File: src/rtl/sync_delay_pkg.sv
// -----------------------------------------------------------------------------
// sync_delay_pkg
//   Shared definitions for the programmable synchronous delay line.
//   - state_t : FSM state encoding (IDLE=0, FILL=1, RUN=2)
//   - clog2() : ceiling log2, usable in parameter declarations
// -----------------------------------------------------------------------------
package sync_delay_pkg;

    typedef enum logic [1:0] {
        IDLE = 2'd0,
        FILL = 2'd1,
        RUN  = 2'd2
    } state_t;

    // Number of bits needed to address 'value' distinct items (minimum 1).
    function automatic int clog2(input int value);
        int result;
        result = 0;
        for (int v = value - 1; v > 0; v = v >> 1) begin
            result = result + 1;
        end
        if (result == 0) begin
            result = 1;
        end
        return result;
    endfunction

endpackage : sync_delay_pkg

File: src/rtl/delay_ram.sv
// -----------------------------------------------------------------------------
// delay_ram
//   Simple dual-port storage for the delay line: one synchronous write port,
//   one asynchronous (combinational) read port. No reset: the contents are
//   masked by the controller's fill phase until they hold fresh data.
//
// Ports
//   clk    : write clock
//   we     : write enable
//   waddr  : write address
//   wdata  : write data
//   raddr  : read address
//   rdata  : read data (combinational from raddr)
// -----------------------------------------------------------------------------
module delay_ram #(
    parameter int DEPTH = 16,
    parameter int WIDTH = 33,
    parameter int AW    = 4
) (
    input  logic             clk,
    input  logic             we,
    input  logic [AW-1:0]    waddr,
    input  logic [WIDTH-1:0] wdata,
    input  logic [AW-1:0]    raddr,
    output logic [WIDTH-1:0] rdata
);

    logic [WIDTH-1:0] mem [DEPTH];

    always_ff @(posedge clk) begin
        if (we) begin
            mem[waddr] <= wdata;
        end
    end

    assign rdata = mem[raddr];

endmodule : delay_ram

File: src/rtl/sync_delay_prog.sv
// -----------------------------------------------------------------------------
// sync_delay_prog
//   Programmable delay line. Every enabled clock edge captures {din_valid, din}
//   into a circular buffer; the word captured on enabled edge t is presented
//   on dout after enabled edge t+D-1 (D=1 is a plain register stage).
//   The requested delay is clamped to 1..MAX_DELAY (out-of-range requests set
//   the sticky delay_err). Any change of the applied delay restarts a fill
//   phase during which dout_valid and ready are held low, so words written
//   under an older delay (or stale memory after reset) are never flagged valid.
//
// Ports
//   clk        : clock, rising edge
//   rst_n      : asynchronous active-low reset
//   en         : clock enable; when low nothing advances
//   delay      : requested delay in enabled cycles
//   din        : input data word
//   din_valid  : qualifier for din
//   dout       : delayed data (registered)
//   dout_valid : delayed din_valid, forced low outside RUN (registered)
//   ready      : high only while in RUN (registered)
//   delay_err  : sticky out-of-range delay flag, cleared by reset only
// -----------------------------------------------------------------------------
module sync_delay_prog
    import sync_delay_pkg::*;
#(
    parameter int DATA_WIDTH  = 32,
    parameter int MAX_DELAY   = 16,
    parameter int DELAY_WIDTH = clog2(MAX_DELAY + 1)
) (
    input  logic                   clk,
    input  logic                   rst_n,
    input  logic                   en,
    input  logic [DELAY_WIDTH-1:0] delay,
    input  logic [DATA_WIDTH-1:0]  din,
    input  logic                   din_valid,
    output logic [DATA_WIDTH-1:0]  dout,
    output logic                   dout_valid,
    output logic                   ready,
    output logic                   delay_err
);

    localparam int PTR_W  = clog2(MAX_DELAY);
    localparam int WORD_W = DATA_WIDTH + 1;

    localparam logic [DELAY_WIDTH-1:0] DA_ONE = DELAY_WIDTH'(1);
    localparam logic [DELAY_WIDTH-1:0] DA_MAX = DELAY_WIDTH'(MAX_DELAY);
    localparam logic [PTR_W-1:0]       PTR_LAST = PTR_W'(MAX_DELAY - 1);

    // -------------------------------------------------------------------------
    // Delay clamp helpers
    // -------------------------------------------------------------------------
    function automatic logic delay_out_of_range(input logic [DELAY_WIDTH-1:0] d);
        return (d == '0) || (int'(d) > MAX_DELAY);
    endfunction

    function automatic logic [DELAY_WIDTH-1:0] clamp_delay(input logic [DELAY_WIDTH-1:0] d);
        logic [DELAY_WIDTH-1:0] r;
        if (d == '0) begin
            r = DA_ONE;
        end else if (int'(d) > MAX_DELAY) begin
            r = DA_MAX;
        end else begin
            r = d;
        end
        return r;
    endfunction

    // -------------------------------------------------------------------------
    // Control state
    // -------------------------------------------------------------------------
    state_t                 state;
    logic [PTR_W-1:0]       wr_ptr;
    logic [DELAY_WIDTH-1:0] fill_cnt;
    logic [DELAY_WIDTH-1:0] da;

    // -------------------------------------------------------------------------
    // Combinational helpers
    // -------------------------------------------------------------------------
    logic [DELAY_WIDTH-1:0] da_clamped;
    logic                   delay_bad;
    logic                   da_change;
    logic [PTR_W-1:0]       wr_ptr_nxt;
    logic [PTR_W-1:0]       rd_addr;
    logic [DELAY_WIDTH-1:0] fill_nxt;
    logic                   fill_done;
    logic [WORD_W-1:0]      wr_word;
    logic [WORD_W-1:0]      ram_word;
    logic [WORD_W-1:0]      rd_word;

    assign da_clamped = clamp_delay(delay);
    assign delay_bad  = delay_out_of_range(delay);

    // IDLE always (re)loads; elsewhere only a different clamped delay does.
    assign da_change  = (state == IDLE) || (da_clamped != da);

    assign wr_ptr_nxt = (wr_ptr == PTR_LAST) ? '0 : wr_ptr + PTR_W'(1);

    assign wr_word    = {din_valid, din};

    // Read the word written D-1 enabled edges ago. The clamped value is used
    // so that the address is already correct on the edge that loads a new Da.
    always_comb begin
        int rd_sum;
        rd_sum = int'(wr_ptr) + MAX_DELAY - (int'(da_clamped) - 1);
        if (rd_sum >= MAX_DELAY) begin
            rd_sum = rd_sum - MAX_DELAY;
        end
        rd_addr = PTR_W'(rd_sum);
    end

    // With D=1 the word is needed on the same edge it is written, which the
    // memory cannot provide yet, so it bypasses the buffer.
    assign rd_word = (da_clamped == DA_ONE) ? wr_word : ram_word;

    // The word taken on the loading edge is already the first of the Da words
    // in flight, so Da-1 further enabled edges complete the fill.
    assign fill_nxt  = fill_cnt + DELAY_WIDTH'(1);
    assign fill_done = (fill_nxt == (da - DA_ONE));

    // -------------------------------------------------------------------------
    // Circular buffer
    // -------------------------------------------------------------------------
    delay_ram #(
        .DEPTH (MAX_DELAY),
        .WIDTH (WORD_W),
        .AW    (PTR_W)
    ) u_ram (
        .clk   (clk),
        .we    (en),
        .waddr (wr_ptr),
        .wdata (wr_word),
        .raddr (rd_addr),
        .rdata (ram_word)
    );

    // -------------------------------------------------------------------------
    // FSM, pointers and output registers
    // -------------------------------------------------------------------------
    always_ff @(posedge clk or negedge rst_n) begin
        if (!rst_n) begin
            state      <= IDLE;
            wr_ptr     <= '0;
            fill_cnt   <= '0;
            da         <= DA_ONE;
            dout       <= '0;
            dout_valid <= 1'b0;
            ready      <= 1'b0;
            delay_err  <= 1'b0;
        end else if (en) begin
            wr_ptr <= wr_ptr_nxt;
            dout   <= rd_word[DATA_WIDTH-1:0];

            if (delay_bad) begin
                delay_err <= 1'b1;
            end

            if (da_change) begin
                da       <= da_clamped;
                fill_cnt <= '0;
                if (da_clamped == DA_ONE) begin
                    // A one-deep fill completes on the loading edge itself.
                    state      <= RUN;
                    ready      <= 1'b1;
                    dout_valid <= rd_word[DATA_WIDTH];
                end else begin
                    state      <= FILL;
                    ready      <= 1'b0;
                    dout_valid <= 1'b0;
                end
            end else begin
                case (state)
                    FILL: begin
                        fill_cnt <= fill_nxt;
                        if (fill_done) begin
                            state      <= RUN;
                            ready      <= 1'b1;
                            dout_valid <= rd_word[DATA_WIDTH];
                        end else begin
                            ready      <= 1'b0;
                            dout_valid <= 1'b0;
                        end
                    end
                    RUN: begin
                        ready      <= 1'b1;
                        dout_valid <= rd_word[DATA_WIDTH];
                    end
                    default: begin
                        // Unused encoding: fall back to IDLE, which reloads.
                        state      <= IDLE;
                        ready      <= 1'b0;
                        dout_valid <= 1'b0;
                    end
                endcase
            end
        end
    end

endmodule : sync_delay_prog

File: config.mk
export PLATFORM = sky130hd
export DESIGN_NAME = sync_delay_prog
export DESIGN_NICKNAME = d
export VERILOG_FILES = /design/src/rtl/sync_delay_pkg.sv /design/src/rtl/delay_ram.sv /design/src/rtl/sync_delay_prog.sv
export SDC_FILE = /design/constraint.sdc
export NUM_CORES = 1
export LEC_CHECK = 0
export CORE_MARGIN = 2
export CORE_UTILIZATION = 53
export DETAILED_ROUTE_END_ITERATION = 8
export PLACE_DENSITY = 0.68
export SYNTH_ARGS = -nofsm -noshare
export SYNTH_HDL_FRONTEND = slang
export SYNTH_SLANG_ARGS = --single-unit
export TNS_END_PERCENT = 10
File: constraint.sdc
create_clock -name clk -period 4.4 [get_ports clk]
set_input_delay 0.88 -clock clk [delete_from_list [all_inputs] [get_ports clk]]
set_output_delay 0.88 -clock clk [all_outputs]
set_load 0.005 [all_outputs]
# Word level (Yosys, flattened, before mapping)
# Memory sizes are Yosys's and may differ from the RTL's.
# Cells that the tools add are included.
[totals] output_inout_bits=35 mem_bits_rw=528 n_memories=1 wordCells=56 input_bits=41 register_bits=51
[mem_list] name="u_ram.mem" words=16 width=33 rd=1 rd_ports_with_merged_regs=0 write_ports=1 line_no="delay_ram.sv:28" source="logic [WIDTH-1:0] mem [DEPTH];"
[classes] eq_ne=8 n_reduce_logical=9 order_cmp=2 n_mux=21 addsub=7
[op_table] op="33-bit two-way mux" count=1
[op_table] op="5-bit two-way mux" count=4
[op_table] op="8-bit by 6-bit >= comparator with 1-bit output (second input constant)" count=1
[op_table] op="1-bit two-way mux" count=8
[op_table] op="4-bit two-way mux" count=2
[op_table] op="7-bit by 6-bit subtractor with 8-bit output" count=1
[op_table] op="4-bit by 5-bit adder with 6-bit output (second input constant)" count=1
[op_table] op="2-bit two-way mux" count=3
[op_table] op="2-bit AND reduction" count=3
[op_table] op="5-bit by 1-bit subtractor with 6-bit output (second input constant)" count=1
[op_table] op="5-bit by 1-bit adder with 5-bit output (second input constant)" count=1
[op_table] op="5-bit by 1-bit equality test with 1-bit output (second input constant)" count=1
[op_table] op="5-bit equality test" count=1
[op_table] op="5-bit greater-than comparator (second input constant)" count=1
[op_table] op="5-bit zero test" count=1
[op_table] op="5-bit inequality test" count=1
[op_table] op="5-bit by 1-bit subtractor with 5-bit output (second input constant)" count=1
[op_table] op="4-bit by 1-bit adder with 4-bit output (second input constant)" count=1
[op_table] op="4-bit equality test (second input constant)" count=1
[op_table] op="1-bit case mux with 2 select lines" count=2
[op_table] op="2-bit case mux with 2 select lines" count=1
[op_table] op="4-bit by 1-bit subtractor with 4-bit output (second input constant)" count=1
[op_table] op="3-bit inequality test (second input constant)" count=1
[op_table] op="3-bit AND reduction" count=1
[op_table] op="6 further kinds" count=7

# Longest topological paths before layout
# Gate-level depths: netlist (run 1).
# An unclocked memory read counts as a cell.
[depth] ltp_word=12 mapped_depth=16 depth_no_buf=15

# Cells and area by module
# Synthesis (run 1) repeated with hierarchy kept, for this count alone.
[hier_totals] hier_cells=1166 area_unflattened_um2=22883.2
[by_module_without_submodules] module="delay_ram" area_per_inst_um2=19970.4 seq_area_each_um2=15855.2 cells_each=831 instances=1
[by_module_without_submodules] module="sync_delay_prog" area_per_inst_um2=2912.8 seq_area_each_um2=1277.5 cells_each=335 instances=1

# Worst setup path after synthesis (run 1)
# Ideal clock, no wire load.
[synth_timing] kind="input to register" startpoint="input en" endpoint="memory u_ram.mem[1][0], enable pin" path_slack_ps=242 arrival_ps=3693 stages=4 required_ps=3936 n_path_buf=2 setup_time_ps=464 path_cell_list="clkbuf_1 > buf_6 > nand2_1 > nor3_1"
[synth_between] elab_chain_len=2
[synth_rtl] element="start: declaration" line_no="sync_delay_prog.sv:32" source="input logic en,"
[synth_rtl] element="1-bit two-way mux" line_no="delay_ram.sv:31" source="if (we) begin"
[synth_rtl] element="1-bit two-way mux (implied by the code)" line_no="delay_ram.sv:32" source="mem[waddr] <= wdata;"
[synth_rtl] element="end: declaration" line_no="delay_ram.sv:28"
# Every way passes these cells.

# Final worst setup path (run 1)
[layout_timing] startpoint="input delay[3]" endpoint="register dout[31]"
[layout_between] elab_chain_len=9 word_cells_on_any_way=12 classes_between="add/sub (3); order compare (2); eq/ne (1); mux (4); reduce/logical (1); memory (1)"
[layout_rtl] element="start: declaration" line_no="sync_delay_prog.sv:33" source="input logic [DELAY_WIDTH-1:0] delay,"
[layout_rtl] element="5-bit greater-than comparator" line_no="sync_delay_prog.sv:60" source="end else if (int'(d) > MAX_DELAY) begin"
[layout_rtl] element="5-bit two-way mux" line_no="sync_delay_prog.sv:60"
[layout_rtl] element="5-bit two-way mux (*)" line_no="sync_delay_prog.sv:58" source="if (d == '0) begin"
[layout_rtl] element="named net da_clamped[0]" line_no="sync_delay_prog.sv:79" source="logic [DELAY_WIDTH-1:0] da_clamped;"
[layout_rtl] element="5-bit by 1-bit subtractor with 6-bit output" line_no="sync_delay_prog.sv:104" source="rd_sum = int'(wr_ptr) + MAX_DELAY - (int'(da_clamped) - 1);"
[layout_rtl] element="7-bit by 6-bit subtractor with 8-bit output" line_no="sync_delay_prog.sv:104"
[layout_rtl] element="8-bit by 6-bit >= comparator with 1-bit output / 4-bit by 1-bit subtractor with 4-bit output (equally long branches)" line_no="sync_delay_prog.sv:105, sync_delay_prog.sv:106"
[layout_rtl] element="4-bit two-way mux" line_no="sync_delay_prog.sv:105" source="if (rd_sum >= MAX_DELAY) begin"
[layout_rtl] element="memory read 16 x 33 bit"
[layout_rtl] element="33-bit two-way mux (*)" line_no="sync_delay_prog.sv:113" source="assign rd_word = (da_clamped == DA_ONE) ? wr_word : ram_word;"
[layout_rtl] element="end signal: assignment" line_no="sync_delay_prog.sv:151" source="dout <= rd_word[DATA_WIDTH-1:0];"
[layout_rtl] element="end: declaration" line_no="sync_delay_prog.sv:36" source="output logic [DATA_WIDTH-1:0] dout,"
# The timed path passes the listed nets; every way through them passes the cells marked *.
# A chain may end at the register's enable or synchronous reset.

==> results.md, run 1 <==
- Tmin final: approximately 4.0 ns
- Die Ht: 213 um
- Post-CTS Setup Bufs: 0
- Post-synth top cells: edfxtp_1, mux2i_1, mux4_2
- Max VDD drop: ~0.48 mV
- DR vias/cell: between 5 and 6
- Tcrit/Tclk final: 0.915
- Adder-Cell Fraction of Synth Area: 0.00952
- Synth top area share: 0.686
- Number of flops mapped to enable cells by yosys: around 530
- Power per standard cell area: a little over 700 mW/mm^2
- Crit-path most repeated cell: mux2i_1
- Main combinational cell family by area after synthesis: multiplexers
- Unrepaired setup endpoints after global routing: no
- # DRC: 0
- Synthesized Nets: around 1200
- Final setup violation count: 0
- Num CTS Buffers: 58
- Worst-margin pin slew: roughly 1.1 ns
- Post-synthesis mux area share: 0.186
- CTS H-tree depth: 2
- Mapped Area: between 0.02 and 0.025 mm^2
- CTS Sinks: 579
- Arrival time at the worst endpoint: roughly 4.5 ns
- Core Area: about 0.043 mm^2
- FFs w/ async S/R, synth: 0.0881
- Area delta synth->final: 17.5%
- First-pass GRT wire length: around 74000 um
- Vias: roughly 11000
- Worst-path cell chain: clkdlybuf4s50_1, nor2_1, nand2_1, inv_1, ha_1, a21oi_1, inv_1, ha_1, fa_4, buf_12, buf_4, mux4_2, mux2i_1, mux2i_1, mux2i_1, a21oi_1
- Synth area leaders: edfxtp_1, mux4_2, mux2i_1
- Most frequent cell after synthesis: edfxtp_1
- Wirelength per Cell: 25.8 um
- Placed cells: about 1800
- GRT Resource Usage Total: 0.227
- Layout cells sized above 1: 0.240
- Port Buffers: 75
- Yosys cell types: 53
- GRT overflow: 0
- Crit path largest cell delay: 0.82 ns
- YS warnings: 0
- Compound-cell area share of the yosys netlist: 0.0178
- CTS clk-pin slew, worst paths: roughly 0.060 ns
- Fin. max-slew vios: 0
- Hold_buf cts: 0
- Worst Hold Class: in -> async
- Rows: 76
- Cell Count, Final, Fillers Out: ~1900
- Synth Register Bits: 579
- Crit-path max FO: 29
- Clock Latency Late Sink: just over 0.6 ns
- I/O pins: 76
- Initial Utilization: 0.537
- Hold Violations, Final: 0
- Clock Root Buffer: clkbuf_16
- Xor/xnor share of the synthesized area: 0.00790
- CP required: roughly 5 ns
- Register area share after synthesis: 0.741
- # resized after CTS: 0
- Die X: 213 um
- # fillers: about 2900
- Crit end category: flip-flop
- Type of the worst setup path: in -> reg
- CTS tree: done
- Normalized max-slew margin: 0.292
- Mapped Avg Cell Area: about 21 um^2
- Top FF cell, synth: edfxtp_1
- Leak Pwr: about 9.4 nW
- Simple-gate area share of the yosys netlist: 0.0194
- # Max-Cap Violations: 0
- Run status: finished clean
- Global placer's final weighted congestion: just under 0.8
- Final Util: 0.630
- Post-synth top area cell: edfxtp_1
- Synth Instances: 1126
- Fin Clk Skew: 0.0152 ns
- HPWL after detailed placement: ~28000 um
- Largest net degree at the start of global routing: 47
- Full die area: about 0.045 mm^2
- Final WL: around 50000 um
- Fmax: 248 MHz
- CP Launch Type: input pin
- Drt pass-1 iters: 5
- Final nets: 1334
- ANT nets after route: 0
- Slowest CP cell: fa_4
- Initial antenna violation count: 2
- Initial DRC Count: roughly 1000
- Vias in the first global route: roughly 12000
- Clock Path Buffers: 3
kinds of logic after synthesis:
family / Yosys count
flip-flops: 579
multiplexers: 265
AND/OR/NAND/NOR: 102
buffers and inverters: 73
AO/OA/AOI/OAI: 70
XOR/XNOR: 20
adder cells (fa/ha/maj): 17
flip-flops by register name, summed over array words and instances, names as in the netlist:
signal,flops
u_ram.mem,528
dout,32
da,5
fill_cnt,5
wr_ptr,4
state,2
delay_err,1
dout_valid,1
ready,1
final cells by class:
type	count	area (um^2)	share of cell area
Sequential cell	579	17100	0.631
Multi-Input combinational cell	474	5730	0.211
Timing Repair Buffer	147	1580	0.0583
Clock buffer	72	1530	0.0562
Tap cell	585	732	0.0270
Clock inverter	36	387	0.0142
Inverter	16	60.1	0.00221
Antenna cell	1	2.50	0.0000921
final timing paths:
path / startpoint / to / slack, ns / cells after the start
min in group clk: delay_err / delay_err / 0.48 / 1
worst min register to register: delay_err / delay_err / 0.48 / 1
worst max-delay path: delay[3] / dout[31] / 0.37 / 16
worst max register to register: wr_ptr[0] / dout[31] / 1.30 / 10
max in group asynchronous: rst_n / dout[16] / 3.04 / 2
worst min-delay path: rst_n / dout[18] / 0.47 / 1
where the power goes:
part / internal, mW / switching, mW / total [mW]
Combinational: 4.04 / 3.75 / 7.80
Sequential: 6.67 / 0.235 / 6.90
Clock: 2.92 / 2.02 / 4.95
metrics by stage:
step / setup WS [ns] / total power, mW / hold slack, ns / setup TNS (ns) / cell area [um^2]
after global placement: -0.210 / 14.8 / 0.472 / -2.62 / 25200
after CTS: 0.399 / 19.9 / 0.476 / 0 / 27200
after global routing: 0.207 / 20.6 / 0.516 / 0 / 27200
final: 0.375 / 19.6 / 0.474 / 0 / 27200
after detailed placement: -0.212 / 14.9 / 0.465 / -3.10 / 25200
after floorplan: 0.242 / 12.1 / 0.468 / 0 / 23100
cell usage in the layout, fill, tap and decap left out, types with 2 or more instances in the layout:
master,count
edfxtp_1,528
mux4_2,132
mux2i_1,132
clkdlybuf4s50_1,73
clkbuf_16,59
dfrtp_1,50
buf_4,49
nor2_1,43
a21oi_1,41
buf_12,24
nand2_1,20
clkinv_2,16
inv_1,15
ha_1,15
nor2_4,14
clkbuf_1,13
xnor2_1,12
clkinv_1,10
bufinv_16,8
o21ai_1,7
nand2b_1,6
xor2_1,6
nor3_1,4
nand3_1,4
o21ai_0,4
nor3b_1,2
nor3_2,2
o211ai_1,2
a31oi_1,2
worst max-delay path: cells and delay by family:
kind / cells / cell delay (ns)
AOI/OAI and AO/OA: 2 / 0.27
adders and majority gates: 3 / 1.33
muxes: 4 / 0.76
buffers and inverters: 5 / 1.10
and+or+nand+nor: 2 / 0.15
per-layer routing:
layer	vias to the layer above	share of wire	track usage
li1	4888	-	-
met1	5965	0.43	0.327
met2	351	0.48	0.359
met3	95	0.060	0.0435
met4	2	0.024	0.0625
met5	-	0.00032	0
No activity file was read; power rests on OpenSTA's default activity.
==> run 2: changes to the inputs <==
- CAP_MARGIN: unset -> 10
- GPL_TIMING_DRIVEN: unset -> 0
==> run 2 against run 1 <==
Against the previous run: register-to-register slack worse by 0.13 ns; fmax is 3.9% lower; core utilization is 0.058 points lower; hold slack worse by 0.099 ns; critical endpoint is now dout[26]; largest cell class unchanged; largest power group unchanged.
==> results.md, run 2 (same netlist as run 1, synthesis figures left out) <==
- Run status: finished clean
- Vias: about 11000
- HPWL after detailed placement: a little over 30000 um
- Hold_buf cts: 0
- Initial Utilization: 0.537
- Worst-path cell chain: clkdlybuf4s50_1, buf_6, inv_1, ha_2, a21oi_4, inv_1, ha_1, inv_1, ha_1, a21o_2, a21oi_1, xnor2_2, buf_6, mux2i_1, mux2i_1, a21oi_1
- Normalized max-slew margin: 0.341
- I/O pins: 76
- Final Util: 0.630
- Tcrit/Tclk final: 0.952
- Grt peak-use layer: met2
- Vias in the first global route: between 10000 and 15000
- CP required: ~4.9 ns
- # Max-Cap Violations: 0
- Commonest cells after routing, fill and taps aside: edfxtp_1, mux4_2, mux2i_1, clkdlybuf4s50_1, clkbuf_16
- Clock Latency Late Sink: slightly above 0.6 ns
- CTS H-tree depth: 2
- Final nets: between 1000 and 1500
- Core Area: about 0.043 mm^2
- CTS clk-pin slew, worst paths: about 0.06 ns
- Crit path largest cell delay: ~0.6 ns
- Largest net degree at the start of global routing: between 50 and 60
- Dpl ws: -1.43 ns
- CP Launch Type: input pin
- # fillers: between 2000 and 3000
- Full die area: about 0.045 mm^2
- CTS Sinks: 579
- Worst Hold Class: in -> async
- Type of the worst setup path: in -> reg
- Clock Path Buffers: 3
- ANT nets after route: 0
- First-pass GRT wire length: 74800 um
- Crit end category: flip-flop
- Layout cells sized above 1: 0.236
- Final setup violation count: 0
- Power per standard cell area: about 720 mW/mm^2
- # DRC: 0
- Top Registers: u_ram.mem: 528 flops, dout: 32 flops
- GRT overflow: 0
- Initial DRC Count: roughly 1200
- Fmax: ~240 MHz
- Global placer's final weighted congestion: approximately 0.77
- Drt pass-1 iters: 5
- Wirelength per Cell: between 20 and 30 um
- Final WS setup: 0.213 ns
- Rows: 76
- Hold Violations, Final: 0
- Max reg flops: around 530
- Port Buffers: 74
- Slowest CP cell: xnor2_2
- Max VDD drop: approximately 0.44 mV
- Clock Root Buffer: clkbuf_16
- Crit-path max FO: 10
- Die X: around 210 um
- Leak Pwr: between 9 and 10 nW
- Unrepaired setup endpoints after global routing: no
- GRT Resource Usage Total: 0.232
- Die Ht: roughly 210 um
- Reg2Reg Depth: 10
- Arrival time at the worst endpoint: roughly 4.7 ns
- Commonest non-fill, non-tap cell in the layout: edfxtp_1
- Fin. max-slew vios: 0
- Crit-path most repeated cell: inv_1
- Area delta synth->final: 17.4%
- Initial antenna violation count: 1
- Tmin final: around 4.2 ns
- Fin Clk Skew: approximately 0.021 ns
- Num CTS Buffers: 58
- Most flops, register: u_ram.mem
- Worst-margin pin slew: 0.983 ns
- DR vias/cell: roughly 5.9
- Post-CTS Setup Bufs: 0
- Final hold slack: approximately 0.37 ns
- Met1 Use GR: 0.341
- M2 GR Usage: 0.364
- Met3 Track Usage GR: 0.0382
- CTS tree: done
- Final WL: 50700 um
[run 2: path summary, 6_finish.rpt]
path                            startpoint         to  slack (ns)
worst max-delay path              delay[4]   dout[26]        0.21
worst min-delay path                 rst_n   dout[15]        0.37
worst max register to register   wr_ptr[0]   dout[16]        1.17
worst min register to register   delay_err  delay_err        0.47
max in group asynchronous            rst_n    dout[9]        3.47
min in group clk                 delay_err  delay_err        0.47
[run 2: worst max-delay path: cells and delay by family]
family                     cells  cell delay (ns)
buffers and inverters          6             1.16
adders and majority gates      3             0.87
muxes                          2             0.57
xor gates and xnor gates       1             0.61
AOI/OAI and AO/OA              4             0.61
[run 2: layer usage]
layer,part of all wire,vias up
li1,-,4891
met1,0.44,5996
met2,0.48,386
met3,0.064,61
met4,0.017,0
met5,0,-
[run 2: per-stage QoR]
step	TNS [ns]	cell area (um^2)	instances	power, mW
floorplan	0	23100	1126	12.1
global placement	-669.44	24600	1785	14.4
detailed placement	-39.71	25100	1807	14.6
CTS	0	27100	1914	19.6
global route	0	27100	1915	20.4
finish	0	27100	1915	19.5
[run 2: where the power goes]
| part | switching [mW] | internal, mW |
|---|---|---|
| Clock | 2.02 | 2.93 |
| Combinational | 4.04 | 3.68 |
| Sequential | 0.199 | 6.67 |
[run 2: cell type report]
class / instances / area (um^2) / share of cell area
inverter: 16 / 60.1 / 0.00221
clock inverter: 26 / 309 / 0.0114
clock buffer: 81 / 1600 / 0.0589
buffer: 57 / 449 / 0.0166
timing repair buffer: 96 / 1130 / 0.0418
antenna: 1 / 2.50 / 0.0000922
tap: 585 / 732 / 0.0270
sequential: 579 / 17100 / 0.631
multi-input combinational: 474 / 5720 / 0.211
[run 2: what timing repair did]
item,in CTS,in global routing
pin swaps,0,0
resized for setup,34,19
setup endpoints to repair,33,33
==> run 3: changes to the inputs <==
- MAX_ROUTING_LAYER: unset -> met4
==> run 3 against run 2 <==
Against the previous run: clock-buffer cell count unchanged; combinational power about the same; non-clock buffer count is the same; die area stayed put; first-iteration DRC count increased by 7.6%; fmax is 0.63% higher; clock power about the same; largest power group unchanged; via count up 0.38%; design area did not move; routed wire length about the same; highest routed layer unchanged; sequential cell count did not move.
==> results.md, run 3 (same netlist as run 1, synthesis figures left out) <==
- Full die area: approximately 0.045 mm^2
- Setup_tns: 0 ns
- Core Area: approximately 0.043 mm^2
- Final nets: between 1000 and 1500
- Max reg flops: ~530
- Clock Root Buffer: clkbuf_16
- Rows: between 70 and 80
- Sequential group share of total power: 0.351
- Type of the worst setup path: in -> reg
- Commonest cells after routing, fill and taps aside: edfxtp_1, mux4_2, mux2i_1, clkdlybuf4s50_1, clkbuf_16
- Layout cells sized above 1: 0.236
- Unrepaired setup endpoints after global routing: no
- Crit-path max FO: 10
- Run status: finished clean
- Leak Pwr: between 9 and 10 nW
- Crit end category: flip-flop
- Worst Hold Class: in -> async
- I/O pins: 76
- Clock Latency Late Sink: roughly 0.61 ns
- Final setup violation count: 0
- Reg2Reg Launch Point: wr_ptr[0]
- CTS tree: done
- Crit-path leading delay family: buffers and inverters
- DR vias/cell: 5.94
- Die Ht: 213 um
- Crit path largest cell delay: just over 0.5 ns
- Crit-path most repeated cell: mux2i_1
- Vias: approximately 11000
- Reg2Reg Depth: 10
- Die X: 213 um
- R2R setup slack: approximately 1.2 ns
- Initial Utilization: 0.537
- Wirelength per Cell: 26.4 um
- Fin. max-slew vios: 0
- Initial antenna violation count: 1
- Slowest CP cell: clkdlybuf4s50_1
- Cell Count, Final, Fillers Out: 1915
- ANT nets after route: 0
- Hold_buf cts: 0
- Top Registers: u_ram.mem: 528 flops, dout: 32 flops
- NetSw: roughly 6.3 mW
- GRT Resource Usage Total: 0.239
- Drt pass-1 iters: 5
- HPWL after detailed placement: roughly 31000 um
- Arrival time at the worst endpoint: about 4.6 ns
- Clock Path Buffers: 3
- Num CTS Buffers: 58
- CP required: just under 5 ns
- Placed cells: between 1500 and 2000
- Tmin final: around 4.2 ns
- Port Buffers: 74
- Tcrit/Tclk final: 0.946
- # Max-Cap Violations: 0
- Logic pwr share: 0.395
- Worst-path cell chain: clkdlybuf4s50_1, buf_6, inv_1, ha_2, a21oi_4, inv_1, ha_1, fa_1, clkbuf_4, buf_6, clkbuf_4, mux4_2, mux2i_1, mux2i_1, mux2i_1, a21oi_1
- GRT overflow: 0
- Final WL: between 50000 and 60000 um
- First-pass GRT wire length: roughly 75000 um
- # DRC: 0
- Worst path bufs/invs: 7
- Max VDD drop: 0.435 mV
- CTS H-tree depth: 2
- Largest net degree at the start of global routing: 52
- Power per standard cell area: a little over 700 mW/mm^2
- CP Launch Type: input pin
- Initial DRC Count: 1272
- Pint: approximately 13 mW
- CTS Sinks: 579
- Area delta synth->final: 17.4%
- Most flops, register: u_ram.mem
- Global placer's final weighted congestion: approximately 0.78
- Worst-margin pin slew: 0.947 ns
- Post-CTS Setup Bufs: 0
- Vias in the first global route: approximately 12000
- Normalized max-slew margin: 0.365
- Hold Violations, Final: 0
- Sw Ratio: 0.320
- Worst r2r dst: dout[4]
- Clock network power share: 0.254
- Fin Clk Skew: approximately 0.019 ns
- CTS clk-pin slew, worst paths: ~0.060 ns
- Commonest non-fill, non-tap cell in the layout: edfxtp_1
- Fmax: ~240 MHz
==> run 3: cell counts in the layout (fill, tap and decap cells not counted) <==
No cell type changed its count.
==> run 3: worst max path at each step <==
stage                     startpoint              end  slack [ns]  cells past startpoint
after floorplan                   en  u_ram.mem[1][0]        0.24                      4
after global placement            en  u_ram.mem[1][9]       -2.95                      4
after detailed placement    delay[3]          dout[0]       -1.43                     17
after CTS                   delay[3]          dout[0]       0.002                     17
after global routing        delay[4]         dout[15]        0.11                     16
final                       delay[4]          dout[4]        0.24                     16
==> run 3: repair_timing <==
action | CTS | global route
setup endpoints to repair | 33 | 33
resized for setup | 34 | 19
gates cloned | 0 | 0
==> run 3: worst reg2reg max path, cell delays in order (launching register included) <==
cell and delay [ns]:
dfrtp_1 0.44, inv_1 0.14, ha_1 0.31, clkbuf_1 0.32
buf_4 0.30, buf_2 0.43, mux4_2 0.58, mux2i_1 0.23
mux2i_1 0.12, mux2i_1 0.16, a21oi_1 0.09
==> run 3: power by group through the flow <==
stage / Sequential (mW) / Clock, mW / Combinational, mW
after floorplan: 6.95 / 0 / 5.15
after global placement: 7.01 / 0 / 7.35
after detailed placement: 6.97 / 0 / 7.60
after CTS: 6.87 / 5.02 / 7.75
after global routing: 6.91 / 5.24 / 8.27
final: 6.86 / 4.95 / 7.72
==> run 3: cell type report <==
cell class | count | area, um^2
flip-flops and latches | 579 | 17100
plain buffers | 57 | 449
multi-input cells | 474 | 5720
clock buffers | 81 | 1600
clock inverters | 26 | 309
inverters | 16 | 60.1
repair buffers | 96 | 1130
fillers | 2958 | 15900
well taps | 585 | 732
diodes | 1 | 2.50
==> run 3: layer usage <==
layer | up-vias | wire, um | part of all wire | GRT usage
li1 | 4890 | - | - | -
met1 | 6037 | 22600 | 0.45 | 0.341
met2 | 378 | 24000 | 0.47 | 0.364
met3 | 72 | 3130 | 0.062 | 0.0378
met4 | 0 | 926 | 0.018 | 0.0637
met5 | - | 0 | 0 | -
==> run 3: per-stage QoR <==
step | area (um^2) | setup WS (ns) | utilization | hold slack (ns) | total power, mW
detailed placement | 25100 | -1.43 | 0.582 | 0.461 | 14.6
CTS | 27100 | 0.00175 | 0.629 | 0.391 | 19.6
global route | 27100 | 0.115 | 0.630 | 0.431 | 20.4
floorplan | 23100 | 0.242 | - | 0.468 | 12.1
global placement | 24600 | -2.95 | 0.571 | 0.458 | 14.4
finish | 27100 | 0.239 | 0.630 | 0.374 | 19.5
